[src/rtl/i2s_encoder_pkg.sv]
// Shared constants, FSM encoding and slot-map helpers for the I2S transmitter.
// No logic; latency n/a.
// Backpressure n/a; imported by the interface, the sample buffer and the top.
package i2s_encoder_pkg;

    localparam int DATAWIDTH_DEF  = 24;
    localparam int SLOT_BITS_DEF  = 32;
    localparam int FRAME_BITS_DEF = 2 * SLOT_BITS_DEF;

    localparam logic WS_LEFT  = 1'b0;
    localparam logic WS_RIGHT = 1'b1;

    typedef enum logic {
        ST_IDLE = 1'b0,
        ST_RUN  = 1'b1
    } state_t;

    // WS switches one slot ahead of each channel's MSB (Philips alignment).
    function automatic int ws_rise_slot(input int slot_bits);
        return slot_bits - 1;
    endfunction

    function automatic int ws_fall_slot(input int slot_bits);
        return 2 * slot_bits - 1;
    endfunction

    function automatic logic ws_for_slot(input int slot, input int slot_bits);
        return (slot >= ws_rise_slot(slot_bits) && slot < ws_fall_slot(slot_bits))
               ? WS_RIGHT : WS_LEFT;
    endfunction

endpackage

[src/rtl/i2s_encoder_if.sv]
// Sample-side handshake bundle: one left/right PCM pair per valid/ready transfer.
// No logic; latency n/a.
// Backpressure: the slave holds ready_o low while it cannot take a pair.
// Signals: L_DATA_I/R_DATA_I (pair), valid_i (pair valid), ready_o (slave can accept).
interface i2s_encoder_if
    import i2s_encoder_pkg::*;
#(
    parameter int DATAWIDTH = DATAWIDTH_DEF
);
    logic [DATAWIDTH-1:0] L_DATA_I;
    logic [DATAWIDTH-1:0] R_DATA_I;
    logic                 valid_i;
    logic                 ready_o;

    modport master (
        output L_DATA_I,
        output R_DATA_I,
        output valid_i,
        input  ready_o
    );

    modport slave (
        input  L_DATA_I,
        input  R_DATA_I,
        input  valid_i,
        output ready_o
    );
endinterface

[src/rtl/i2s_encoder_sample_buf.sv]
// One-entry holding register for an L/R pair between the producer and the frame loader.
// Latency: pushed pair visible on l_o/r_o the cycle after push_i.
// Backpressure: full_o stays high from push until pop; the caller must not push while full.
// Ports: clk_mic/rst_mic_n, push_i (store pair), pop_i (frame loader took pair),
//        l_i/r_i (incoming pair), full_o (entry held), l_o/r_o (held pair).
module i2s_encoder_sample_buf
    import i2s_encoder_pkg::*;
#(
    parameter int DATAWIDTH = DATAWIDTH_DEF
) (
    input  logic                 clk_mic,
    input  logic                 rst_mic_n,
    input  logic                 push_i,
    input  logic                 pop_i,
    input  logic [DATAWIDTH-1:0] l_i,
    input  logic [DATAWIDTH-1:0] r_i,
    output logic                 full_o,
    output logic [DATAWIDTH-1:0] l_o,
    output logic [DATAWIDTH-1:0] r_o
);
    logic                 full_q, full_d;
    logic [DATAWIDTH-1:0] l_q, l_d;
    logic [DATAWIDTH-1:0] r_q, r_d;

    // A pop on an empty entry together with a push leaves the new pair stored:
    // the loader saw nothing, so the pair must survive for the next frame.
    always_comb begin
        full_d = full_q;
        l_d    = l_q;
        r_d    = r_q;
        if (pop_i) begin
            full_d = 1'b0;
        end
        if (push_i) begin
            full_d = 1'b1;
            l_d    = l_i;
            r_d    = r_i;
        end
    end

    always_ff @(negedge clk_mic or negedge rst_mic_n) begin
        if (!rst_mic_n) begin
            full_q <= 1'b0;
            l_q    <= '0;
            r_q    <= '0;
        end else begin
            full_q <= full_d;
            l_q    <= l_d;
            r_q    <= r_d;
        end
    end

    assign full_o = full_q;
    assign l_o    = l_q;
    assign r_o    = r_q;
endmodule

[src/rtl/i2s_encoder.sv]
// Philips-I2S transmitter: serialises buffered L/R pairs, MSB one bit clock after each WS edge.
// Latency: a pair accepted into the empty buffer starts on DATA_O at the next frame boundary.
// Backpressure: smp.ready_o low while one pair is buffered; an empty buffer at a boundary sends zeros.
// Ports: clk_mic (SCK, all flops on its falling edge), rst_mic_n (async, active low),
//        en_i (run enable, sampled at frame boundary), smp (sample handshake, slave),
//        WS_O/DATA_O (serial line), frame_start_o (slot-0 pulse), underrun_o (empty-load pulse).
module i2s_encoder
    import i2s_encoder_pkg::*;
#(
    parameter int DATAWIDTH = DATAWIDTH_DEF,
    parameter int SLOT_BITS = SLOT_BITS_DEF
) (
    input  logic         clk_mic,
    input  logic         rst_mic_n,
    input  logic         en_i,
    i2s_encoder_if.slave smp,
    output logic         WS_O,
    output logic         DATA_O,
    output logic         frame_start_o,
    output logic         underrun_o
);
    localparam int              FRAME_BITS = 2 * SLOT_BITS;
    localparam int              CW         = $clog2(FRAME_BITS);
    localparam logic [CW-1:0]   LAST_SLOT  = CW'(FRAME_BITS - 1);

    logic                 buf_full;
    logic [DATAWIDTH-1:0] buf_l, buf_r;
    logic                 push, load, at_boundary;

    state_t               state_q;
    logic [CW-1:0]        cnt_q;
    logic [CW-1:0]        cnt_nx;
    logic [DATAWIDTH-1:0] l_sr_q, r_sr_q;
    logic                 ws_q, data_q, fs_q, ur_q;

    assign smp.ready_o = ~buf_full;
    assign push        = smp.valid_i & ~buf_full;

    // IDLE always parks the counter on the last slot, so both conditions mark the boundary.
    assign at_boundary = (state_q == ST_IDLE) || (cnt_q == LAST_SLOT);
    assign load        = at_boundary & en_i;
    assign cnt_nx      = cnt_q + 1'b1;

    i2s_encoder_sample_buf #(
        .DATAWIDTH (DATAWIDTH)
    ) u_buf (
        .clk_mic   (clk_mic),
        .rst_mic_n (rst_mic_n),
        .push_i    (push),
        .pop_i     (load),
        .l_i       (smp.L_DATA_I),
        .r_i       (smp.R_DATA_I),
        .full_o    (buf_full),
        .l_o       (buf_l),
        .r_o       (buf_r)
    );

    // Every output register holds the value for the slot now in cnt_q, so each
    // branch computes the line state for the slot being entered.
    always_ff @(negedge clk_mic or negedge rst_mic_n) begin
        if (!rst_mic_n) begin
            state_q <= ST_IDLE;
            cnt_q   <= LAST_SLOT;
            l_sr_q  <= '0;
            r_sr_q  <= '0;
            ws_q    <= WS_LEFT;
            data_q  <= 1'b0;
            fs_q    <= 1'b0;
            ur_q    <= 1'b0;
        end else begin
            fs_q <= 1'b0;
            ur_q <= 1'b0;
            if (at_boundary) begin
                ws_q <= WS_LEFT;
                if (load) begin
                    state_q <= ST_RUN;
                    cnt_q   <= '0;
                    fs_q    <= 1'b1;
                    ur_q    <= ~buf_full;
                    // The left MSB goes straight to the line; the rest waits in the shifter.
                    if (buf_full) begin
                        data_q <= buf_l[DATAWIDTH-1];
                        l_sr_q <= {buf_l[DATAWIDTH-2:0], 1'b0};
                        r_sr_q <= buf_r;
                    end else begin
                        data_q <= 1'b0;
                        l_sr_q <= '0;
                        r_sr_q <= '0;
                    end
                end else begin
                    state_q <= ST_IDLE;
                    data_q  <= 1'b0;
                end
            end else begin
                cnt_q <= cnt_nx;
                ws_q  <= ws_for_slot(int'(cnt_nx), SLOT_BITS);
                if (int'(cnt_nx) < DATAWIDTH) begin
                    data_q <= l_sr_q[DATAWIDTH-1];
                    l_sr_q <= {l_sr_q[DATAWIDTH-2:0], 1'b0};
                end else if (int'(cnt_nx) >= SLOT_BITS && int'(cnt_nx) < SLOT_BITS + DATAWIDTH) begin
                    data_q <= r_sr_q[DATAWIDTH-1];
                    r_sr_q <= {r_sr_q[DATAWIDTH-2:0], 1'b0};
                end else begin
                    data_q <= 1'b0;
                end
            end
        end
    end

    assign WS_O          = ws_q;
    assign DATA_O        = data_q;
    assign frame_start_o = fs_q;
    assign underrun_o    = ur_q;
endmodule

[src/flat_wrapper.sv]
// flat-port wrapper written by rule: the top's interface ports become plain ports
module i2s_encoder_flat import i2s_encoder_pkg::*;
#(
    parameter int DATAWIDTH = DATAWIDTH_DEF,
    parameter int SLOT_BITS = SLOT_BITS_DEF
)
  (clk_mic, rst_mic_n, en_i, WS_O, DATA_O, frame_start_o, underrun_o, smp_L_DATA_I, smp_R_DATA_I, smp_valid_i, smp_ready_o);
  i2s_encoder_if #(.DATAWIDTH(DATAWIDTH)) smp_i ();
  input  logic clk_mic;
  input  logic rst_mic_n;
  input  logic en_i;
  output logic WS_O;
  output logic DATA_O;
  output logic frame_start_o;
  output logic underrun_o;
  input wire logic [$bits(smp_i.L_DATA_I)-1:0] smp_L_DATA_I;
  input wire logic [$bits(smp_i.R_DATA_I)-1:0] smp_R_DATA_I;
  input wire logic [$bits(smp_i.valid_i)-1:0] smp_valid_i;
  output wire logic [$bits(smp_i.ready_o)-1:0] smp_ready_o;
  assign smp_i.L_DATA_I = smp_L_DATA_I;
  assign smp_i.R_DATA_I = smp_R_DATA_I;
  assign smp_i.valid_i = smp_valid_i;
  assign smp_ready_o = smp_i.ready_o;
  i2s_encoder #(.DATAWIDTH(DATAWIDTH), .SLOT_BITS(SLOT_BITS)) u_core (.clk_mic(clk_mic), .rst_mic_n(rst_mic_n), .en_i(en_i), .smp(smp_i), .WS_O(WS_O), .DATA_O(DATA_O), .frame_start_o(frame_start_o), .underrun_o(underrun_o));
endmodule
[config.mk]
export PLATFORM = sky130hd
export DESIGN_NAME = i2s_encoder_flat
export DESIGN_NICKNAME = d
export VERILOG_FILES = /design/src/rtl/i2s_encoder_pkg.sv /design/src/rtl/i2s_encoder_if.sv /design/src/rtl/i2s_encoder_sample_buf.sv /design/src/rtl/i2s_encoder.sv /design/src/flat_wrapper.sv
export SDC_FILE = /design/constraint.sdc
export NUM_CORES = 1
export LEC_CHECK = 0
export BUFFER_PORTS_ARGS = -buffer_cell sky130_fd_sc_hd__buf_2
export CAP_MARGIN = 15
export CORE_UTILIZATION = 55
export DETAILED_ROUTE_END_ITERATION = 7
export GPL_TIMING_DRIVEN = 1
export PLACE_DENSITY = 0.76
export RECOVER_POWER = 100
export SETUP_SLACK_MARGIN = 0.02
export SYNTH_ARGS = -nofsm -noshare
export SYNTH_HDL_FRONTEND = slang
export SYNTH_SLANG_ARGS = --single-unit
[constraint.sdc]
create_clock -name clk_mic -period 4.7 [get_ports clk_mic]
set_input_delay 0.235 -clock clk_mic [delete_from_list [all_inputs] [get_ports clk_mic]]
set_output_delay 0.235 -clock clk_mic [all_outputs]
set_load 0.02 [all_outputs]
Word-level counts from Yosys, hierarchy flattened
Index checks and enable logic that the tools add are counted.

Output and inout port bits: 5. Flip-flop bits (word level): 108.

Mux-type cells: 24. Bitwise operators: 4. Order comparisons: 5. Equality and inequality tests: 3. Reduce and logical (&&, ||, !) cells: 8. $add $sub $neg: 1.

Operators with widths (count): $mux 24 (9); $mux 1 (13); $lt 6x6->1 const B (2); $mux 6 (2); $add 6x1->6 const B (1); $eq 6x6->1 const B (1); $ge 6x5->1 const B (1); $ge 6x6->1 const B (1); $lt 6x5->1 const B (1); $reduce_bool 2->1 (3); $ne 2x1->1 const B (2); $reduce_and 3->1 (1); $and 1x1->1 (2); $logic_and 1x1->1 (2); $not 1->1 (2); $reduce_and 2->1 (1); $logic_or 1x1->1 (1).

Depth between registers and ports, before layout
Gate-level depths: netlist of run 1.

Word-level depth: 6. Depth in mapped cells: 9.

Hierarchy
Synthesis of run 1 repeated with hierarchy kept, for this count alone.

Cell total of the unflattened synthesis: 423. Area, all modules: 4956.0 um^2.

Modules (own cells, without submodules): i2s_encoder (area each 3099.2 um^2, instances 1, cells an instance 319); i2s_encoder_sample_buf (area each 1856.8 um^2, instances 1, cells an instance 104).

==> results of run 1 <==
[final cells by class]
type	count	area [um^2]
Fill cell	744	3340
Sequential cell	107	2690
Multi-Input combinational cell	282	1970
Timing Repair Buffer	63	313
Tap cell	108	135
Clock buffer	9	124
Clock inverter	13	87.6
Inverter	6	22.5
[registers in the layout, indices dropped and copies added, names as in the netlist]
name and flops:
u_core.r_sr_q 24, u_core.state_q 1, u_core.WS_O 1, u_core.cnt_q 6
u_core.u_buf.full_o 1, u_core.l_sr_q 23, u_core.DATA_O 1, u_core.frame_start_o 1
u_core.underrun_o 1, u_core.u_buf.l_o 24, u_core.u_buf.r_o 24
[kinds of logic (layout without fill, tap and decap cells)]
logic type / count (synthesis) / in the layout / share of synthesized area, %
compound gates: 19 / 19 / 2.63
flops: 107 / 107 / 54.9
simple gates: 162 / 162 / 14.5
fa+ha+maj: 2 / 2 / 0.511
mux: 94 / 94 / 23.1
xor+xnor: 5 / 5 / 1.05
buf+inv: 34 / 91 / 3.37
[per-stage QoR]
step	area (um^2)	total power [uW]	cells
after global placement	5270	2550	567
after global routing	5340	3260	588
final	5340	3050	588
after floorplan	4890	2420	423
after CTS	5470	3180	588
after detailed placement	5270	2620	567
[path summary, 6_finish.rpt]
path | from | to | slack, ns
min | u_core.l_sr_q[19]$_DFFE_NN0P_ | u_core.l_sr_q[19]$_DFFE_NN0P_ | 0.44
max in group asynchronous | rst_mic_n | u_core.state_q$_DFFE_NN0N_ | 1.00
max | smp_valid_i | u_core.u_buf.r_o[3]$_DFFE_NN0P_ | 0.66
min reg2reg | u_core.l_sr_q[19]$_DFFE_NN0P_ | u_core.l_sr_q[19]$_DFFE_NN0P_ | 0.44
min in group asynchronous | rst_mic_n | u_core.u_buf.l_o[15]$_DFFE_NN0P_ | 1.97
max reg2reg | u_core.cnt_q[0]$_DFFE_NN1P_ | u_core.l_sr_q[2]$_DFFE_NN0P_ | 1.04
[cell usage after synthesis (2+ instances only)]
cell type | instances | area [um^2]
dfrtn_1 | 101 | 2530
nand2_1 | 95 | 357
mux2_2 | 54 | 608
nand3_1 | 50 | 250
mux2_1 | 20 | 225
mux2_4 | 19 | 285
clkbuf_1 | 15 | 56.3
o21ai_0 | 8 | 40.0
dfstp_2 | 6 | 158
inv_1 | 6 | 22.5
nor2_1 | 6 | 22.5
buf_1 | 4 | 15.0
buf_6 | 4 | 45.0
a21oi_1 | 3 | 15.0
buf_2 | 3 | 15.0
nor2b_1 | 3 | 18.8
ha_1 | 2 | 25.0
o21ai_2 | 2 | 17.5
xnor2_1 | 2 | 17.5
xor2_1 | 2 | 17.5
[power groups by stage]
stage          clock network (uW)  logic (uW)  registers (uW)
4_1_cts                       583        1040            1560
3_5_place_dp                 9.23        1030            1580
6_report                      570         920            1560
3_3_place_gp                 9.23         986            1560
2_1_floorplan                9.23         907            1500
5_1_grt                       623        1030            1610
[routing by layer]
layer  GRT usage [%]  part of all wire (%)  wire (um)  up-vias
li1                -                     -          -     1547
met1            28.1                    48       4160     1567
met4            5.27                  0.54         47        0
met3            5.29                   3.5        304        4
met5               0                     0          0        -
met2            34.3                    48       4180       50
[worst reg2reg max path, delay by kind of cell, from the launching register on]
kind	cells	cell delay, ns
buffers and inverters	1	1.62
and+or+nand+nor	1	0.13
muxes	1	0.34
AOI/OAI and AO/OA	2	0.44
adders and majority gates	1	0.34
DFF	1	0.59
==> results.sh, run 1 <==
export IMPL_syn_avg_cell_area_um2=11.6
export IMPL_drive_above_1_share_pct=28.5
export IMPL_switchingPower_uw=1030
export IMPL_p_leak_uw=0.00271
export IMPL_wl_per_cell_um=14.8
export IMPL_finalSetupViolCount=0
export IMPL_route_detailed_drc=0
export IMPL_start_kind="input pin"
export IMPL_synth_cell_types=38
export IMPL_max_slew_margin_pct=-49.4
export IMPL_violations="max-capacitance violations, max-slew violations"
export IMPL_path_buf_inv=2
export IMPL_clk_pin_slew_ns=0.07
export IMPL_whs_ns=0.436
export IMPL_cts_resized_gates=0
export IMPL_numPortBuffers=56
export IMPL_num_vias=3168
export IMPL_critPathArrivalTime_ns=1.88
export IMPL_fin_tns_setup_ns=0
export IMPL_maxCapViolations=1
export IMPL_hold_viol_final=0
export IMPL_synthFlopType="dfrtn_1"
export IMPL_syn_to_final_growth_pct=9.02
export IMPL_wl_um=8690
export IMPL_nets=529
export IMPL_clock_power_share_pct=18.7
export IMPL_critPathRequiredTime_ns=2.54
export IMPL_die_area_um2=9280
export IMPL_reg2reg_depth=6
export IMPL_synth_edf_count=0
export IMPL_crit_fanout=47
export IMPL_cts_made_buffers=9
export IMPL_holdPathStages=1
export IMPL_seq_power_share_pct=51.1
export IMPL_clock_path_buffers=2
export IMPL_h_tree_depth=3
export IMPL_ys_seq_elements=107
export IMPL_grt_first_pass_wirelength_um=14800
export IMPL_rsz0062_at_grt="no"
export IMPL_report_final_slew_viol_count=53
export IMPL_setup_ws_ns=0.662
export IMPL_yosysWarnings=0
export IMPL_fin_util_pct=61.5
export IMPL_die_y_um=96.3
export IMPL_ir_drop_v=0.000233
export IMPL_root_buffer="clkbuf_8"
export IMPL_antenna_cells=0
export IMPL_dieWidth_um=96.3
export IMPL_status="complete, but fails checks"
export IMPL_grt_max_degree=63
export IMPL_post_cts_setup_buffers=0
export IMPL_grt_ovfl_total=0
export IMPL_initial_utilization_pct=56.4
export IMPL_pre_cts_ws_ns=0.664
export IMPL_powerDensity_nw_per_um2=571
export IMPL_hold_path_class="register to register"
export IMPL_syn_area_um2=4890
export IMPL_final_cell_mix="dfrtn_1, nand2_1, mux2_2"
export IMPL_crit_cells=4
export IMPL_dp_hpwl_um=5590
export IMPL_criticalPathCategory="input pin to register"
export IMPL_combPwrFrac_pct=30.2
export IMPL_num_rows=34
export IMPL_ant_nets=0
export IMPL_mostFrequentLayoutCell="dfrtn_1"
export IMPL_grt_pass1_vias=3195
export IMPL_viasPerCell=5.39
export IMPL_gp_congestion=0.798
export IMPL_internal_power_uw=2020
export IMPL_clock_skew_ns=0.0648
export IMPL_cts_sinks=107
export IMPL_worst_pin_slew_ns=2.24
export IMPL_clk_latency_ns=0.41
export IMPL_dr_pass1_iters=4
export IMPL_async_reset_ff_share_pct=100
export IMPL_synth_nets=477
export IMPL_postSynthCellCount=423
export IMPL_antenna_found_initial=0
export IMPL_cp_top_family="buffers and inverters"
export IMPL_crit_chain="buf_2 -> nor2b_1 -> clkbuf_2 -> mux2_2"
export IMPL_drtIter0Drc=161
export IMPL_cts_hold_buf=0
export IMPL_synth_seq_area_share_pct=54.9
export IMPL_power_share_switching_pct=33.8
export IMPL_gr_usage_all_layers_pct=21.0
export IMPL_cts_tree="yes"
export IMPL_core_area_um2=8680
export IMPL_slowest_stage="clkbuf_2"
export IMPL_cpPeakStageDelay_ns=0.92
export IMPL_end_kind="register"
export IMPL_ioPinCount=57
No activity file was read; power rests on OpenSTA's default activity.
==> inputs of run 2 (changes only) <==
- CORE_UTILIZATION: 55 -> 50
- PLACE_DENSITY: 0.76 -> 0.7
==> run 2 against run 1 <==
Worst hold slack got worse by 0.0028 ns. Clock-buffer cell count up 1. Clock power rose by 14%. Critical path type unchanged. Design area grew 1.4%. Flip-flop and latch count unchanged. Total power grew 2.8%. The run still ends with max-capacitance violations, max-slew violations left. Non-clock buffer count up 1. Critical endpoint is now u_core.u_buf.r_o[8]$_DFFE_NN0P_.
==> results.sh, run 2 (synthesized netlist as in run 1, its figures left out) <==
export IMPL_status="complete, but fails checks"
export IMPL_violations="max-capacitance violations, max-slew violations"
export IMPL_min_from="u_core.r_sr_q[17]$_DFFE_NN0P_"
export IMPL_rsz0062_at_grt="no"
export IMPL_holdPathStages=1
export IMPL_dr_pass1_iters=4
export IMPL_cts_tree="yes"
export IMPL_antenna_cells=0
export IMPL_r2r_start="u_core.cnt_q[0]$_DFFE_NN1P_"
export IMPL_grt_max_degree=65
export IMPL_post_cts_setup_buffers=0
export IMPL_nets=530
export IMPL_post_dp_cell_area_um2=5290
export IMPL_report_final_slew_viol_count=118
export IMPL_criticalPathCategory="input pin to register"
export IMPL_ant_nets=0
export IMPL_route_detailed_drc=0
export IMPL_dieWidth_um=101
export IMPL_finish_instance_area_um2=5410
export IMPL_clock_path_buffers=2
export IMPL_numPortBuffers=56
export IMPL_initial_utilization_pct=52.2
export IMPL_maxCapViolations=2
export IMPL_die_y_um=101
export IMPL_clk_latency_ns=0.39
export IMPL_grt_ovfl_total=0
export IMPL_antenna_found_initial=0
export IMPL_num_rows=35
export IMPL_fin_tns_setup_ns=0
export IMPL_final_cell_mix="dfrtn_1, nand2_1, mux2_2"
export IMPL_clock_skew_ns=0.0564
export IMPL_ir_drop_v=0.000402
export IMPL_viasPerCell=5.26
export IMPL_cts_sinks=107
export IMPL_grt_pass1_vias=3227
export IMPL_hold_viol_final=0
export IMPL_fin_util_pct=57.7
export IMPL_reg2reg_to="u_core.l_sr_q[2]$_DFFE_NN0P_"
export IMPL_pre_cts_ws_ns=0.663
export IMPL_gr_usage_all_layers_pct=19.3
export IMPL_h_tree_depth=3
export IMPL_worst_pin_slew_ns=2.34
export IMPL_powerDensity_nw_per_um2=579
export IMPL_drive_above_1_share_pct=28.5
export IMPL_dp_hpwl_um=5810
export IMPL_die_area_um2=10200
export IMPL_critPathArrivalTime_ns=1.83
export IMPL_wl_um=8820
export IMPL_mostFrequentLayoutCell="dfrtn_1"
export IMPL_cts_resized_gates=0
export IMPL_syn_to_final_growth_pct=10.5
export IMPL_hold_path_class="register to register"
export IMPL_drtIter0Drc=112
export IMPL_cts_made_buffers=9
export IMPL_r2r_slack_ns=0.91
export IMPL_clk_pin_slew_ns=0.07
export IMPL_end_kind="register"
export IMPL_num_vias=3208
export IMPL_crit_fanout=20
export IMPL_wl_per_cell_um=14.5
export IMPL_grt_first_pass_wirelength_um=15300
export IMPL_gp_congestion=0.810
export IMPL_root_buffer="clkbuf_8"
export IMPL_core_area_um2=9370
export IMPL_fill_cells=851
export IMPL_max_slew_margin_pct=-56.0
export IMPL_cts_hold_buf=0
export IMPL_start_kind="input pin"
export IMPL_ioPinCount=57
export IMPL_finalSetupViolCount=0
export IMPL_worstHoldEndpoint="u_core.r_sr_q[17]$_DFFE_NN0P_"
export IMPL_setup_ws_ns=0.704
export IMPL_reg2reg_depth=6
export IMPL_critPathRequiredTime_ns=2.54
export IMPL_p_leak_uw=0.00272
run 2: cell types whose count changed in the layout (fill, tap and decap cells not counted), sizes merged:
cell | previous run | this run
clkbuf | 20 | 22
inv | 16 | 13
bufinv | 0 | 2
clkinv | 3 | 2
clkinvlp | 0 | 1
run 2: worst max path at each step:
stage                                                   to                   startpoint  depth (start not counted)  slack (ns)
final                      u_core.u_buf.r_o[8]$_DFFE_NN0P_                  smp_valid_i                          4        0.70
after CTS                    u_core.l_sr_q[10]$_DFFE_NN0P_                         en_i                          5        1.03
after global placement       u_core.l_sr_q[16]$_DFFE_NN0P_                         en_i                          5        0.70
after floorplan           u_core.u_buf.l_o[21]$_DFFE_NN0P_                  smp_valid_i                          4        0.85
after detailed placement     u_core.l_sr_q[10]$_DFFE_NN0P_                         en_i                          5        0.66
after global routing          u_core.l_sr_q[2]$_DFFE_NN0P_  u_core.cnt_q[0]$_DFFE_NN1P_                          6        0.53
run 2: metal layers:
layer	GRT usage [%]	part of all wire, %	up-vias
met5	0	0	-
met1	26.4	48	1599
met3	4.72	3.8	13
met2	30.6	47	59
met4	5.80	1.5	0
li1	-	-	1537
run 2: where the power goes:
group          internal [uW]  switching (uW)
combinational            471             452
sequential              1330             224
clock                    325             327
run 2: layout make-up:
type / count / area, um^2 / share of cell area [%]
flip-flops and latches: 107 / 2690 / 49.6
multi-input cells: 282 / 1970 / 36.4
repair buffers: 64 / 317 / 5.85
well taps: 129 / 161 / 2.98
clock buffers: 10 / 138 / 2.54
clock inverters: 12 / 116 / 2.15
inverters: 6 / 22.5 / 0.416
run 2: stage by stage:
stage          cells  total power (uW)  hold slack [ns]
2_1_floorplan    423              2420            0.419
3_3_place_gp     589              2560            0.427
3_5_place_dp     589              2630            0.436
4_1_cts          610              3280            0.437
5_1_grt          610              3350            0.450
6_report         610              3130            0.433
run 2: critical path, cell delays in order:
cell	delay [ns]
buf_2	0.09
nor2b_1	0.18
clkbuf_1	0.89
mux2_2	0.44
